**config.mk**
```make
export PLATFORM = sky130hd
export DESIGN_NAME = ahb_master_arbiter
export DESIGN_NICKNAME = d
export VERILOG_FILES = /design/src/rtl/ahb_pkg.sv /design/src/rtl/ahb_arb_input_stage.sv /design/src/rtl/ahb_master_arbiter.sv
export SDC_FILE = /design/constraint.sdc
export NUM_CORES = 1
export LEC_CHECK = 0
export ABC_AREA = 1
export CELL_PAD_IN_SITES_DETAIL_PLACEMENT = 1
export CELL_PAD_IN_SITES_GLOBAL_PLACEMENT = 1
export CORE_ASPECT_RATIO = 1.2
export CORE_UTILIZATION = 26
export CTS_CLUSTER_SIZE = 28
export DETAILED_ROUTE_END_ITERATION = 12
export PLACE_DENSITY_LB_ADDON = 0.1
export REMOVE_ABC_BUFFERS = 1
export SYNTH_ARGS = -nofsm -noshare
export SYNTH_HDL_FRONTEND = slang
export SYNTH_SLANG_ARGS = --single-unit
```
**constraint.sdc**
```tcl
create_clock -name HCLK -period 3 [get_ports HCLK]
set_input_delay 0.3 -clock HCLK [delete_from_list [all_inputs] [get_ports HCLK]]
set_output_delay 0.3 -clock HCLK [all_outputs]
set_load 0.03 [all_outputs]
```
**src/rtl/ahb_pkg.sv**
```systemverilog
// Shared encodings for the two-master AHB-Lite arbiter: transfer and response
// codes, grant FSM states and the data-phase owner encoding.
package ahb_pkg;

    localparam logic [1:0] HTRANS_IDLE   = 2'b00;
    localparam logic [1:0] HTRANS_BUSY   = 2'b01;
    localparam logic [1:0] HTRANS_NONSEQ = 2'b10;
    localparam logic [1:0] HTRANS_SEQ    = 2'b11;

    localparam logic HRESP_OKAY  = 1'b0;
    localparam logic HRESP_ERROR = 1'b1;

    // Address-phase grant: IDLE parks the bus with HTRANS=IDLE.
    typedef enum logic [1:0] {
        ARB_IDLE = 2'd0,
        ARB_GNT0 = 2'd1,
        ARB_GNT1 = 2'd2
    } arb_state_t;

    // Which requester currently owns the bus data phase.
    typedef enum logic [1:0] {
        DOWN_NONE = 2'd0,
        DOWN_P0   = 2'd1,
        DOWN_P1   = 2'd2
    } downer_t;

endpackage

```
**src/rtl/ahb_arb_input_stage.sv**
```systemverilog
// One-entry address-phase buffer for a single requester. Holds a transfer the
// requester believes was accepted but which the shared bus has not yet taken,
// and presents either the buffered or the live fields to the arbiter.
module ahb_arb_input_stage #(
    parameter int ADDR_WIDTH = 32
) (
    input  logic                  i_clk,
    input  logic                  i_rst_n,
    input  logic                  i_cap,
    input  logic                  i_clr,
    input  logic [ADDR_WIDTH-1:0] i_haddr,
    input  logic                  i_hwrite,
    input  logic [1:0]            i_htrans,
    input  logic [2:0]            i_hsize,
    input  logic [2:0]            i_hburst,
    input  logic [3:0]            i_hprot,
    input  logic                  i_hmastlock,
    output logic                  o_pend,
    output logic [ADDR_WIDTH-1:0] o_haddr,
    output logic                  o_hwrite,
    output logic [1:0]            o_htrans,
    output logic [2:0]            o_hsize,
    output logic [2:0]            o_hburst,
    output logic [3:0]            o_hprot,
    output logic                  o_hmastlock
);

    logic                  r_pend;
    logic [ADDR_WIDTH-1:0] r_haddr;
    logic                  r_hwrite;
    logic [1:0]            r_htrans;
    logic [2:0]            r_hsize;
    logic [2:0]            r_hburst;
    logic [3:0]            r_hprot;
    logic                  r_hmastlock;

    // Pending flag: set on capture, cleared once the buffered transfer is taken.
    always_ff @(posedge i_clk or negedge i_rst_n) begin
        if (!i_rst_n) begin
            r_pend <= 1'b0;
        end else if (i_cap) begin
            r_pend <= 1'b1;
        end else if (i_clr) begin
            r_pend <= 1'b0;
        end
    end

    // Field storage is only meaningful while r_pend is set, so it needs no reset.
    always_ff @(posedge i_clk) begin
        if (i_cap) begin
            r_haddr     <= i_haddr;
            r_hwrite    <= i_hwrite;
            r_htrans    <= i_htrans;
            r_hsize     <= i_hsize;
            r_hburst    <= i_hburst;
            r_hprot     <= i_hprot;
            r_hmastlock <= i_hmastlock;
        end
    end

    // Buffered fields take precedence over live ones while a transfer is pending.
    always_comb begin
        o_pend      = r_pend;
        o_haddr     = r_pend ? r_haddr     : i_haddr;
        o_hwrite    = r_pend ? r_hwrite    : i_hwrite;
        o_htrans    = r_pend ? r_htrans    : i_htrans;
        o_hsize     = r_pend ? r_hsize     : i_hsize;
        o_hburst    = r_pend ? r_hburst    : i_hburst;
        o_hprot     = r_pend ? r_hprot     : i_hprot;
        o_hmastlock = r_pend ? r_hmastlock : i_hmastlock;
    end

endmodule

```
**src/rtl/ahb_master_arbiter.sv**
```systemverilog
// Two-master AHB-Lite arbiter: p0 = load/store, p1 = code fetch, shared onto a
// single master port. Optional build macro AHB_ARB_RR_EN selects round-robin
// on contention; without it p0 has fixed priority.
module ahb_master_arbiter
    import ahb_pkg::*;
#(
    parameter int ADDR_WIDTH = 32,
    parameter int DATA_WIDTH = 32
) (
    input  logic                  HCLK,
    input  logic                  HRESETn,
    input  logic [ADDR_WIDTH-1:0] p0_haddr,
    input  logic [DATA_WIDTH-1:0] p0_hwdata,
    input  logic                  p0_hwrite,
    input  logic [1:0]            p0_htrans,
    input  logic [2:0]            p0_hsize,
    input  logic [2:0]            p0_hburst,
    input  logic [3:0]            p0_hprot,
    input  logic                  p0_hmastlock,
    output logic [DATA_WIDTH-1:0] p0_hrdata,
    output logic                  p0_hready,
    output logic                  p0_hresp,
    input  logic [ADDR_WIDTH-1:0] p1_haddr,
    input  logic [DATA_WIDTH-1:0] p1_hwdata,
    input  logic                  p1_hwrite,
    input  logic [1:0]            p1_htrans,
    input  logic [2:0]            p1_hsize,
    input  logic [2:0]            p1_hburst,
    input  logic [3:0]            p1_hprot,
    input  logic                  p1_hmastlock,
    output logic [DATA_WIDTH-1:0] p1_hrdata,
    output logic                  p1_hready,
    output logic                  p1_hresp,
    output logic [ADDR_WIDTH-1:0] m_haddr,
    output logic [DATA_WIDTH-1:0] m_hwdata,
    output logic                  m_hwrite,
    output logic [1:0]            m_htrans,
    output logic [2:0]            m_hsize,
    output logic [2:0]            m_hburst,
    output logic [3:0]            m_hprot,
    output logic                  m_hmastlock,
    input  logic [DATA_WIDTH-1:0] m_hrdata_in,
    input  logic                  m_hready_in,
    input  logic                  m_hresp_in
);

    arb_state_t            r_state;
    arb_state_t            w_sel;
    downer_t               r_downer;
    logic                  w_hold;
    logic                  w_win1;
    logic [1:0]            w_req;
    logic [1:0]            w_cap;
    logic [1:0]            w_clr;
    logic [1:0]            w_own;
    logic [1:0]            w_pend;
    logic [ADDR_WIDTH-1:0] w_eaddr  [2];
    logic                  w_ewrite [2];
    logic [1:0]            w_etrans [2];
    logic [2:0]            w_esize  [2];
    logic [2:0]            w_eburst [2];
    logic [3:0]            w_eprot  [2];
    logic                  w_elock  [2];

    ahb_arb_input_stage #(.ADDR_WIDTH(ADDR_WIDTH)) u_stage0 (
        .i_clk(HCLK), .i_rst_n(HRESETn), .i_cap(w_cap[0]), .i_clr(w_clr[0]),
        .i_haddr(p0_haddr), .i_hwrite(p0_hwrite), .i_htrans(p0_htrans),
        .i_hsize(p0_hsize), .i_hburst(p0_hburst), .i_hprot(p0_hprot),
        .i_hmastlock(p0_hmastlock), .o_pend(w_pend[0]),
        .o_haddr(w_eaddr[0]), .o_hwrite(w_ewrite[0]), .o_htrans(w_etrans[0]),
        .o_hsize(w_esize[0]), .o_hburst(w_eburst[0]), .o_hprot(w_eprot[0]),
        .o_hmastlock(w_elock[0])
    );

    ahb_arb_input_stage #(.ADDR_WIDTH(ADDR_WIDTH)) u_stage1 (
        .i_clk(HCLK), .i_rst_n(HRESETn), .i_cap(w_cap[1]), .i_clr(w_clr[1]),
        .i_haddr(p1_haddr), .i_hwrite(p1_hwrite), .i_htrans(p1_htrans),
        .i_hsize(p1_hsize), .i_hburst(p1_hburst), .i_hprot(p1_hprot),
        .i_hmastlock(p1_hmastlock), .o_pend(w_pend[1]),
        .o_haddr(w_eaddr[1]), .o_hwrite(w_ewrite[1]), .o_htrans(w_etrans[1]),
        .o_hsize(w_esize[1]), .o_hburst(w_eburst[1]), .o_hprot(w_eprot[1]),
        .o_hmastlock(w_elock[1])
    );

    assign w_req[0] = w_etrans[0][1];
    assign w_req[1] = w_etrans[1][1];

`ifdef AHB_ARB_RR_EN
    logic r_last;  // 1 = p1 was granted last

    // Round-robin pointer follows every transfer actually issued on the bus.
    always_ff @(posedge HCLK or negedge HRESETn) begin
        if (!HRESETn) begin
            r_last <= 1'b1;
        end else if (m_hready_in && m_htrans[1]) begin
            r_last <= (w_sel == ARB_GNT1);
        end
    end

    assign w_win1 = w_req[1] & (~w_req[0] | ~r_last);
`else
    assign w_win1 = w_req[1] & ~w_req[0];
`endif

    // Grant state register: records who owns the current address phase.
    always_ff @(posedge HCLK or negedge HRESETn) begin
        if (!HRESETn) begin
            r_state <= ARB_IDLE;
        end else begin
            r_state <= w_sel;
        end
    end

    // Next grant: re-arbitrate only at an accepted address phase, and never
    // while the owner is mid-burst (SEQ/BUSY) or holding a locked sequence.
    // The chosen port drives the bus this same cycle.
    always_comb begin
        w_hold = 1'b0;
        w_sel  = r_state;
        case (r_state)
            ARB_GNT0: w_hold = (w_etrans[0] == HTRANS_SEQ) || (w_etrans[0] == HTRANS_BUSY) || w_elock[0];
            ARB_GNT1: w_hold = (w_etrans[1] == HTRANS_SEQ) || (w_etrans[1] == HTRANS_BUSY) || w_elock[1];
            default:  w_hold = 1'b0;
        endcase
        if (m_hready_in && !w_hold) begin
            if (w_req[0] || w_req[1]) begin
                w_sel = w_win1 ? ARB_GNT1 : ARB_GNT0;
            end else begin
                w_sel = ARB_IDLE;
            end
        end
    end

    // A live transfer is taken directly only if its port is granted, nothing is
    // buffered ahead of it and the bus accepts it now; otherwise it is captured.
    always_comb begin
        w_own[0] = (w_sel == ARB_GNT0) && !w_pend[0] && m_hready_in;
        w_own[1] = (w_sel == ARB_GNT1) && !w_pend[1] && m_hready_in;
        w_cap[0] = p0_hready && p0_htrans[1] && !w_own[0];
        w_cap[1] = p1_hready && p1_htrans[1] && !w_own[1];
        w_clr[0] = w_pend[0] && (w_sel == ARB_GNT0) && m_hready_in;
        w_clr[1] = w_pend[1] && (w_sel == ARB_GNT1) && m_hready_in;
    end

    // Address-phase mux; an ungranted bus shows IDLE with all fields zero.
    always_comb begin
        m_haddr     = '0;
        m_hwrite    = 1'b0;
        m_htrans    = HTRANS_IDLE;
        m_hsize     = '0;
        m_hburst    = '0;
        m_hprot     = '0;
        m_hmastlock = 1'b0;
        if (w_sel == ARB_GNT0) begin
            m_haddr     = w_eaddr[0];
            m_hwrite    = w_ewrite[0];
            m_htrans    = w_etrans[0];
            m_hsize     = w_esize[0];
            m_hburst    = w_eburst[0];
            m_hprot     = w_eprot[0];
            m_hmastlock = w_elock[0];
        end else if (w_sel == ARB_GNT1) begin
            m_haddr     = w_eaddr[1];
            m_hwrite    = w_ewrite[1];
            m_htrans    = w_etrans[1];
            m_hsize     = w_esize[1];
            m_hburst    = w_eburst[1];
            m_hprot     = w_eprot[1];
            m_hmastlock = w_elock[1];
        end
    end

    // Data-phase owner advances with each accepted address phase.
    always_ff @(posedge HCLK or negedge HRESETn) begin
        if (!HRESETn) begin
            r_downer <= DOWN_NONE;
        end else if (m_hready_in) begin
            if (!m_htrans[1]) begin
                r_downer <= DOWN_NONE;
            end else begin
                r_downer <= (w_sel == ARB_GNT1) ? DOWN_P1 : DOWN_P0;
            end
        end
    end

    // Data-phase steering: write data from the owner, ready/response back to it.
    always_comb begin
        m_hwdata  = (r_downer == DOWN_P0) ? p0_hwdata :
                    (r_downer == DOWN_P1) ? p1_hwdata : '0;
        p0_hrdata = m_hrdata_in;
        p1_hrdata = m_hrdata_in;
        p0_hready = ((r_downer == DOWN_P0) ? m_hready_in : 1'b1) & ~w_pend[0];
        p1_hready = ((r_downer == DOWN_P1) ? m_hready_in : 1'b1) & ~w_pend[1];
        p0_hresp  = (r_downer == DOWN_P0) ? m_hresp_in : HRESP_OKAY;
        p1_hresp  = (r_downer == DOWN_P1) ? m_hresp_in : HRESP_OKAY;
    end

endmodule

```
Word-level counts from Yosys, hierarchy flattened
Index checks and enable logic that the tools add are counted.
{ "totals": {"latch_bits": 0, "register_bits": 98, "out_inout_bits": 146, "input_bits": 192, "ramBits": 0, "rom_bits": 0, "mem_count": 0} }
{ "op_classes": {"div_mod_pow": 0, "shifts": 0, "bitwise_logic": 6, "n_addsub": 0, "n_mux": 44, "eq_ne": 10, "order_cmp": 0, "reduce_logical": 25, "mul": 0} }
{ "op_table": {"columns": ["cell", "count"], "rows": [
  ["2-to-1 mux 32 bit", 6],
  ["2-to-1 mux 3 bit", 8],
  ["2-to-1 mux 2 bit", 9],
  ["2-to-1 mux 1 bit", 16],
  ["2-to-1 mux 4 bit", 4],
  ["logical AND 1 bit", 13],
  ["== test 2 x 1 -> 1 bit, second input constant", 5],
  ["== test 2 bit, second input constant", 5],
  ["logical NOT 1 bit", 5],
  ["logical OR 1 bit", 5],
  ["nonzero test 2 bit", 2],
  ["bitwise AND 1 bit", 3],
  ["NOT 1 bit", 3],
  ["case mux 1 bit (2 select lines)", 1]
]} }

Longest topological paths before layout
Gate-level depths: netlist of run 1.
{ "depth": {"word_depth": 14, "depth_mapped": 15, "ltp_nobuf": 13} }

Cells and area by module
Synthesis of run 1 repeated with hierarchy kept, for this count alone.
{ "unflattened": {"cells_unflattened": 711, "hier_area_um2": 5898.2} }
{ "modules_own_cells": {"columns": ["mod", "instances", "seq_area_each_um2", "cells_each", "area_per_inst_um2"], "rows": [
  ["ahb_arb_input_stage", 2, 1406.3, 199, 2009.4],
  ["ahb_master_arbiter", 1, 100.1, 313, 1879.3]
]} }

Least setup slack after synthesis of run 1
No wires, ideal clock.
{ "synth_path": {"path_kind": "register to register", "from": "reg u_stage0.r_pend, in the netlist u_stage0.o_pend", "to": "reg u_stage0.r_haddr[0], enable pin", "n_path_buf": 1, "period_less_slack_ns": 2.639, "slack_ns": 0.361, "stages_incl_launch_ff": 15, "t_arrival_ns": 2.239, "path_cell_list": "dfrtp_1 > inv_2 > buf_6 > nand2_1 > nand2_1 > nand2_1 > nand2_1 > nand2_2 > nand2_4 > nand2_2 > nand2_1 > nand2_2 > nand3_1 > nand2_1 > inv_1"} }
{ "synth_via": {"elab_chain_len": 13} }
{ "synth_lines": {"columns": ["element", "line_no", "rtl"], "rows": [
  ["start: declaration", "ahb_arb_input_stage.sv:28", "logic r_pend;"],
  ["start signal: assignment", "ahb_arb_input_stage.sv:40", "r_pend <= 1'b0;"],
  ["start signal: assignment", "ahb_arb_input_stage.sv:42", "r_pend <= 1'b1;"],
  ["start signal: assignment", "ahb_arb_input_stage.sv:44", "r_pend <= 1'b0;"],
  ["2-to-1 mux 2 bit", "ahb_arb_input_stage.sv:66", "o_htrans = r_pend ? r_htrans : i_htrans;"],
  ["== test 2 bit / == test 2 x 1 -> 1 bit (equally long branches)", "ahb_master_arbiter.sv:121", "ARB_GNT0: w_hold = (w_etrans[0] == HTRANS_SEQ) || (w_etrans[0] == HTRANS_BUSY) || w_elock[0];"],
  ["logical OR 1 bit (2 in a row)", "ahb_master_arbiter.sv:121", null],
  ["case mux 1 bit (2 select lines)", "ahb_master_arbiter.sv:120", "case (r_state)"],
  ["logical NOT 1 bit", "ahb_master_arbiter.sv:125", "if (m_hready_in && !w_hold) begin"],
  ["logical AND 1 bit", "ahb_master_arbiter.sv:125", null],
  ["2-to-1 mux 2 bit", "ahb_master_arbiter.sv:125", null],
  ["== test 2 x 1 -> 1 bit", "ahb_master_arbiter.sv:137", "w_own[0] = (w_sel == ARB_GNT0) && !w_pend[0] && m_hready_in;"],
  ["logical AND 1 bit (2 in a row)", "ahb_master_arbiter.sv:137", null],
  ["logical NOT 1 bit", "ahb_master_arbiter.sv:139", "w_cap[0] = p0_hready && p0_htrans[1] && !w_own[0];"],
  ["logical AND 1 bit *", "ahb_master_arbiter.sv:139", null],
  ["named net u_stage0.i_cap", "ahb_arb_input_stage.sv:9", "input logic i_cap,"],
  ["end signal: assignment", "ahb_arb_input_stage.sv:51", "r_haddr <= i_haddr;"],
  ["end: declaration", "ahb_arb_input_stage.sv:29", "logic [ADDR_WIDTH-1:0] r_haddr;"]
]} }
Mark *: on every way through the listed nets, which the timed path passes. The rest lies on a longest branch.
A chain may end at the register's enable or synchronous reset.

Worst setup path after layout of run 1
{ "layout_path": {"from": "reg u_stage0.r_pend, in the netlist u_stage0.o_pend", "to": "out m_haddr[18]"} }
{ "layout_via": {"elab_chain_len": 11} }
{ "layout_lines": {"columns": ["element", "line_no", "rtl"], "rows": [
  ["2-to-1 mux 2 bit", "ahb_arb_input_stage.sv:66", null],
  ["== test 2 bit / == test 2 x 1 -> 1 bit (equally long branches)", "ahb_master_arbiter.sv:121", null],
  ["logical OR 1 bit (2 in a row)", "ahb_master_arbiter.sv:121", null],
  ["case mux 1 bit (2 select lines)", "ahb_master_arbiter.sv:120", null],
  ["logical NOT 1 bit", "ahb_master_arbiter.sv:125", null],
  ["logical AND 1 bit", "ahb_master_arbiter.sv:125", null],
  ["2-to-1 mux 2 bit", "ahb_master_arbiter.sv:125", null],
  ["== test 2 bit", "ahb_master_arbiter.sv:162", "end else if (w_sel == ARB_GNT1) begin"],
  ["2-to-1 mux 32 bit", "ahb_master_arbiter.sv:162", null],
  ["2-to-1 mux 32 bit *", "ahb_master_arbiter.sv:154", "if (w_sel == ARB_GNT0) begin"],
  ["end: declaration", "ahb_master_arbiter.sv:34", "output logic [ADDR_WIDTH-1:0] m_haddr,"]
]} }
Mark *: on every way between the ends. The rest lies on a longest branch, timed or not.

==> summary.md, run 1 <==
| Metric | Value |
|---|---|
| Slowest cell on crit path | dfrtp_2 |
| CORE AREA | 0.0224 mm^2 |
| Die Wd | 140 um |
| Layout fillers | approximately 2.7k |
| Power per cell area | about 1000 mW/mm^2 |
| #FFs+latches synth | 98 |
| CP Cell Sequence | inv_2 > nand2_1 > nand2_1 > nand2_1 > nand2_1 > nand2_2 > nand2_4 > nand2_2 > nand2_1 > nand2_2 > nor2_8 > buf_12 > nand2_1 > nand2_1 > buf_4 |
| Most used cell, CP | nand2_1 |
| H-tree levels | 3 |
| Max Cap Viol | 0 |
| Vias | 5503 |
| Worst R2R End | u_stage0.r_haddr[18] |
| R2R Setup Slk | roughly 0.76 ns |
| Leakage | slightly below 4 nW |
| Area contributors post-synth | edfxtp_1 (46%), nand2_1 (31%), buf_4 (8.7%), nand3_1 (3.1%), dfrtp_1 (2.5%) |
| Data arrival, critical path | 2.48 ns |
| Fin Clk Skew | approximately 0.0083 ns |
| Total track usage | a little under a fifth |
| Warnings from Yosys | 0 |
| Initial antenna violation count | 0 |
| Count of pins over their slew limit | 0 |
| Initial Util | between 20% and 30% |
| Total setup buffers inserted after CTS | 0 |
| Total power | 8.64 mW |
| Worst setup margin | roughly 0.22 ns |
| Worst EP required | 2.70 ns |
| Most frequent cell after synthesis | nand2_1 |
| CP startpoint | u_stage0.o_pend |
| Mapped Cells | ~800 |
| Per-cell routed wire length | between 15 and 20 um |
| CP Capture Type | output port |
| Cts bufs inserted | 9 |
| Bufs on Longest Clock Path | 2 |
| Synth area leader | edfxtp_1 |
| Final ANT Viol Nets | 0 |
| Syn Area/Cell | around 7.6 um^2 |
| Non-Filler Instances | 1231 |
| Chip height | about 170 um |
| VDD IR-drop max | about 0.48 mV |
| Worst-Skew Late Latency | approximately 0.35 ns |
| RSZ-0062 raised after global routing | no |
| Min Tclk post-route | 2.78 ns |
| Status | complete, no violations |
| Startpoint Class | flip-flop |
| Largest net degree at the start of global routing | between 40 and 50 |
| Number of enable flip-flop cells after synthesis | 92 |
| Reg2reg path depth | 14 |
| DR iter-0 viols | 214 |
| DR DRC count | 0 |
| Placer Congestion | a little under 0.8 |
| Post-place setup slack | between 0.3 and 0.4 ns |
| Sequential share of the synthesized area | 48.9% |
| Mapped cell area | around 0.0060 mm^2 |
| Max Clock Freq | roughly 0.36 GHz |
| Ant diodes | 0 |
| Die Area | about 0.024 mm^2 |
| DRT Pass-1 Iters | 4 |
| Grt ovf | 0 |
| CP max stage delay | between 0.4 and 0.5 ns |
| Worst-path clk slew | ~0.070 ns |
| Rows | 60 |
| Layout cells sized above 1 | 13.7% |
| Area growth syn-to-layout | 39.5% |
| Slew headroom | 66.3% |
| Root Driver | clkbuf_16 |
| HP Class | in2async |
| Ports | 338 |
| Vias per Instance | 4.47 |
| Synth Flop Type | edfxtp_1 |
| First-pass GRT wire length | ~34000 um |
| Routed WL | 22500 um |
| CTS resizes | 0 |
| Netlist cell types | 23 |
| CTS sink count | roughly 100 |
| Async SR Flop Fraction | under 10% |
| Post-synth top area share | a little under half |
| Vias in the first global route | ~5.5k |
| Hold_buf cts | 0 |
| Final Hold Vio Count | 0 |
| Worst setup path class | reg2out |
| DP HPWL | ~17000 um |
| Nets | about 1.1k |
| TritonCTS clock tree | yes |
| Most frequent cells after synthesis | nand2_1 (491), edfxtp_1 (92), buf_4 (69), nand3_1 (37), clkbuf_1 (23) |
| Worst slew pin tran | around 0.50 ns |
| CP endpoint | m_haddr[18] |
| # setup viols final | 0 |
| Final Util | around 37% |
| Port bufs | between 200 and 250 |
| Critical path fanouts, max | 44 |
| Worst flop-to-flop path startpoint | u_stage0.o_pend |
| Fin crit share | between 90% and 100% |
| Placed Instances | between 1k and 1.5k |
-- layer usage --
metal	track usage (%)	wire length, um	up-vias
met5	5.05	157	-
met4	5.30	255	5
met3	7.95	2170	18
met2	29.0	9850	270
met1	24.1	10000	2496
li1	-	-	2714
-- report_power, final --
| group | leakage, nW | internal [mW] | total [mW] | switching (mW) |
|---|---|---|---|---|
| clock network | 0.137 | 0.645 | 1.16 | 0.517 |
| registers | 0.920 | 1.81 | 1.92 | 0.113 |
| logic | 2.88 | 1.84 | 5.56 | 3.72 |
-- cell usage in the layout (no fill, tap or decap), types with 5 or more instances in the layout --
cell type        netlist  routed
inv_1                 21      18
nand2_2                5       5
nand2_1              491     491
clkdlybuf4s50_1        0     162
nand3_1               37      37
inv_2                  2       5
edfxtp_1              92      92
nand4_1                6       6
clkbuf_16              0       9
buf_4                 69      93
-- area by class of cell --
type                            count  area, um^2  area share [%]
Clock inverter                      5        55.1           0.663
Sequential cell                    98        2920            35.1
Timing Repair Buffer              259        2400            28.9
Clock buffer                       11         233            2.80
Tap cell                          279         349            4.20
Inverter                           24        90.1            1.09
Multi-Input combinational cell    555        2260            27.2
-- metrics by stage --
| stage | TNS [ns] | hold WS, ns | area (um^2) |
|---|---|---|---|
| finish | 0 | 0.205 | 8300 |
| global route | 0 | 0.230 | 8300 |
| CTS | 0 | 0.214 | 8300 |
| detailed placement | 0 | 0.518 | 8010 |
| global placement | 0 | 0.518 | 8010 |
| floorplan | -99.74 | 0.00441 | 5260 |
-- worst min path at each step --
| stage | startpoint | end | slack [ns] | cells after the start |
|---|---|---|---|---|
| detailed placement | r_downer[1] | r_downer[1] | 0.52 | 2 |
| floorplan | HRESETn | r_downer[0] | 0.004 | 0 |
| global placement | r_downer[1] | r_downer[1] | 0.52 | 2 |
| CTS | HRESETn | r_state[0] | 0.21 | 1 |
| finish | HRESETn | u_stage1.o_pend | 0.21 | 1 |
| global route | HRESETn | u_stage1.o_pend | 0.23 | 1 |
-- flip-flops by register name (all words and copies together) (netlist names), 3 cells and up --
name and cells:
u_stage0.r_haddr 32, u_stage1.r_haddr 32, u_stage0.r_hprot 4, u_stage1.r_hprot 4, u_stage0.r_hburst 3, u_stage0.r_hsize 3, u_stage1.r_hburst 3, u_stage1.r_hsize 3
-- critical path, delay by kind of cell (launching register included) --
family,cells,cell delay (ns)
DFF,1,0.46
buffers and inverters,3,0.54
and+or+nand+nor,12,1.07
-- cells by family (layout without fill, tap and decap cells) --
group | count (synthesis) | count (layout) | synth area share, %
compound gates | 3 | 3 | 0.315
simple gates | 550 | 550 | 37.2
buf+inv | 127 | 299 | 13.1
fa+ha+maj | 2 | 2 | 0.420
flops | 98 | 98 | 48.9
Note: power is estimated with default switching activity, not from simulation.
==> run 2, diff against run 1 <==
--- a/config.mk
+++ b/config.mk
@@ -13,6 +13,7 @@
 export CTS_CLUSTER_SIZE = 28
 export DETAILED_ROUTE_END_ITERATION = 12
 export PLACE_DENSITY_LB_ADDON = 0.1
+export RECOVER_POWER = 100
 export REMOVE_ABC_BUFFERS = 1
 export SYNTH_ARGS = -nofsm -noshare
 export SYNTH_HDL_FRONTEND = slang
==> run 2 against run 1 <==
Via count is 0.80% higher. Final cell count unchanged. Critical path type unchanged. Sequential share of layout area rose by 1.0 points. First-iteration DRC count increased by 8.9%. Sequential power barely moved. Die area unchanged. Largest power group unchanged. Final area shrank 2.8%. Clock-buffer cell count unchanged. Highest routed layer unchanged. Power shrank 4.4%. Flip-flop and latch count did not move. Setup slack gained 0.0018 ns.
==> summary.md, run 2 (synthesis results as in run 1) <==
| Metric | Value |
|---|---|
| # setup viols final | 0 |
| Data arrival, critical path | between 2 and 2.5 ns |
| Min Tclk post-route | between 2 and 3 ns |
| Max Cap Viol | 0 |
| Fin crit share | just over 90% |
| HP Class | in2async |
| Vias in the first global route | around 5.5k |
| Initial antenna violation count | 1 |
| Layout cells sized above 1 | 9.87% |
| Nets | about 1.1k |
| Vias per Instance | roughly 4.5 |
| Die Wd | roughly 140 um |
| Startpoint Class | flip-flop |
| Grt ovf | 0 |
| Total track usage | between 10% and 20% |
| Ant diodes | 0 |
| Worst-path clk slew | 0.07 ns |
| Hold_buf cts | 0 |
| Reg2reg path depth | 14 |
| Final Hold Vio Count | 0 |
| Fin Clk Skew | 0.00932 ns |
| Total setup buffers inserted after CTS | 0 |
| Commonest non-fill, non-tap cell in the layout | nand2_1 |
| DR iter-0 viols | between 200 and 250 |
| DRT Pass-1 Iters | 4 |
| CP max stage delay | approximately 0.46 ns |
| Area growth syn-to-layout | 35.6% |
| Per-cell routed wire length | between 15 and 20 um |
| Chip height | between 150 and 200 um |
| DR DRC count | 0 |
| Vias | roughly 5.5k |
| Cts bufs inserted | 9 |
| Critical path fanouts, max | 44 |
| Routed WL | ~22000 um |
| Top flop regs | u_stage0.r_haddr (32), u_stage1.r_haddr (32) |
| Worst setup path class | reg2out |
| Ports | 338 |
| Worst-Skew Late Latency | roughly 0.35 ns |
| Final ANT Viol Nets | 0 |
| Placer Congestion | 0.792 |
| Port bufs | 241 |
| Rows | 60 |
| Final Util | 35.9% |
| Slew headroom | 55.2% |
| Setup tns final | 0 ns |
| TritonCTS clock tree | yes |
| H-tree levels | 3 |
| Largest net degree at the start of global routing | 45 |
| Die Area | ~0.024 mm^2 |
| CP Cell Sequence | inv_2 > nand2_1 > nand2_1 > nand2_1 > nand2_1 > nand2_2 > nand2_4 > nand2_2 > nand2_1 > nand2_2 > nor2_8 > buf_12 > nand2_1 > nand2_1 > buf_2 |
| CP Capture Type | output port |
| Slowest cell on crit path | dfrtp_2 |
| First-pass GRT wire length | around 34000 um |
| CORE AREA | between 0.02 and 0.025 mm^2 |
| Root Driver | clkbuf_16 |
| DP HPWL | 16500 um |
| VDD IR-drop max | ~0.44 mV |
| Most used cell, CP | nand2_1 |
| Worst EP required | between 2 and 3 ns |
| Power per cell area | around 1000 mW/mm^2 |
| RSZ-0062 raised after global routing | no |
| Bufs on Longest Clock Path | 2 |
| CTS resizes | 0 |
| Leakage | about 3.8 nW |
| Max Clock Freq | 0.360 GHz |
| CTS sink count | 98 |
| Commonest cells after routing, fill and taps aside | nand2_1 (491), dlygate4sd3_1 (96), edfxtp_1 (92), clkdlybuf4s50_1 (66), nand3_1 (37) |
| Initial Util | 26.5% |
| Count of pins over their slew limit | 0 |
| Worst slew pin tran | around 0.67 ns |
| Status | complete, no violations |
## run 2: power breakdown
group          total (mW)  internal (mW)  switching [mW]  leakage, nW
clock network        1.17          0.646           0.520        0.137
logic                5.17           1.47            3.70         2.74
registers            1.93           1.81           0.113        0.920
## run 2: layer usage
layer / track usage, % / share of wire, % / vias to the layer above
met5: 5.05 / 0.74 / -
met3: 7.95 / 9.7 / 22
li1: - / - / 2712
met1: 24.1 / 44 / 2537
met4: 5.30 / 1.2 / 7
met2: 29.0 / 44 / 269
## run 2: critical path: cells and delay by family, from the launching register on
kind | cells | cell delay, ns
buffers and inverters | 3 | 0.58
and+or+nand+nor | 12 | 1.04
DFF | 1 | 0.46
## run 2: through the flow
| stage | cell area [um^2] | hold WS, ns | total power, mW | setup slack [ns] | std cells |
|---|---|---|---|---|---|
| 2_1_floorplan | 5260 | 0.00441 | 5.21 | -0.901 | 677 |
| 6_report | 8070 | 0.274 | 8.26 | 0.225 | 1231 |
| 5_1_grt | 8070 | 0.301 | 8.88 | 0.0157 | 1231 |
| 4_1_cts | 8300 | 0.214 | 8.83 | 0.180 | 1231 |
| 3_3_place_gp | 8010 | 0.518 | 7.62 | 0.407 | 1215 |
| 3_5_place_dp | 8010 | 0.518 | 7.61 | 0.395 | 1215 |
## run 2: final cells by class
type                    instances  area, um^2
well taps                     279         349
inverters                      24        90.1
multi-input cells             555        2260
flip-flops and latches         98        2920
fillers                      2731       14400
clock inverters                 5        55.1
clock buffers                  11         233
repair buffers                259        2170
## run 2: worst paths after layout
path | start | end | slack, ns
max | u_stage0.o_pend | m_haddr[13] | 0.23
min | HRESETn | u_stage1.o_pend | 0.27
max reg2reg | u_stage0.o_pend | u_stage1.r_hprot[1] | 0.44
min reg2reg | r_downer[1] | r_downer[1] | 0.53
max in group asynchronous | HRESETn | u_stage0.o_pend | 2.45
min in group HCLK | r_downer[1] | r_downer[1] | 0.53
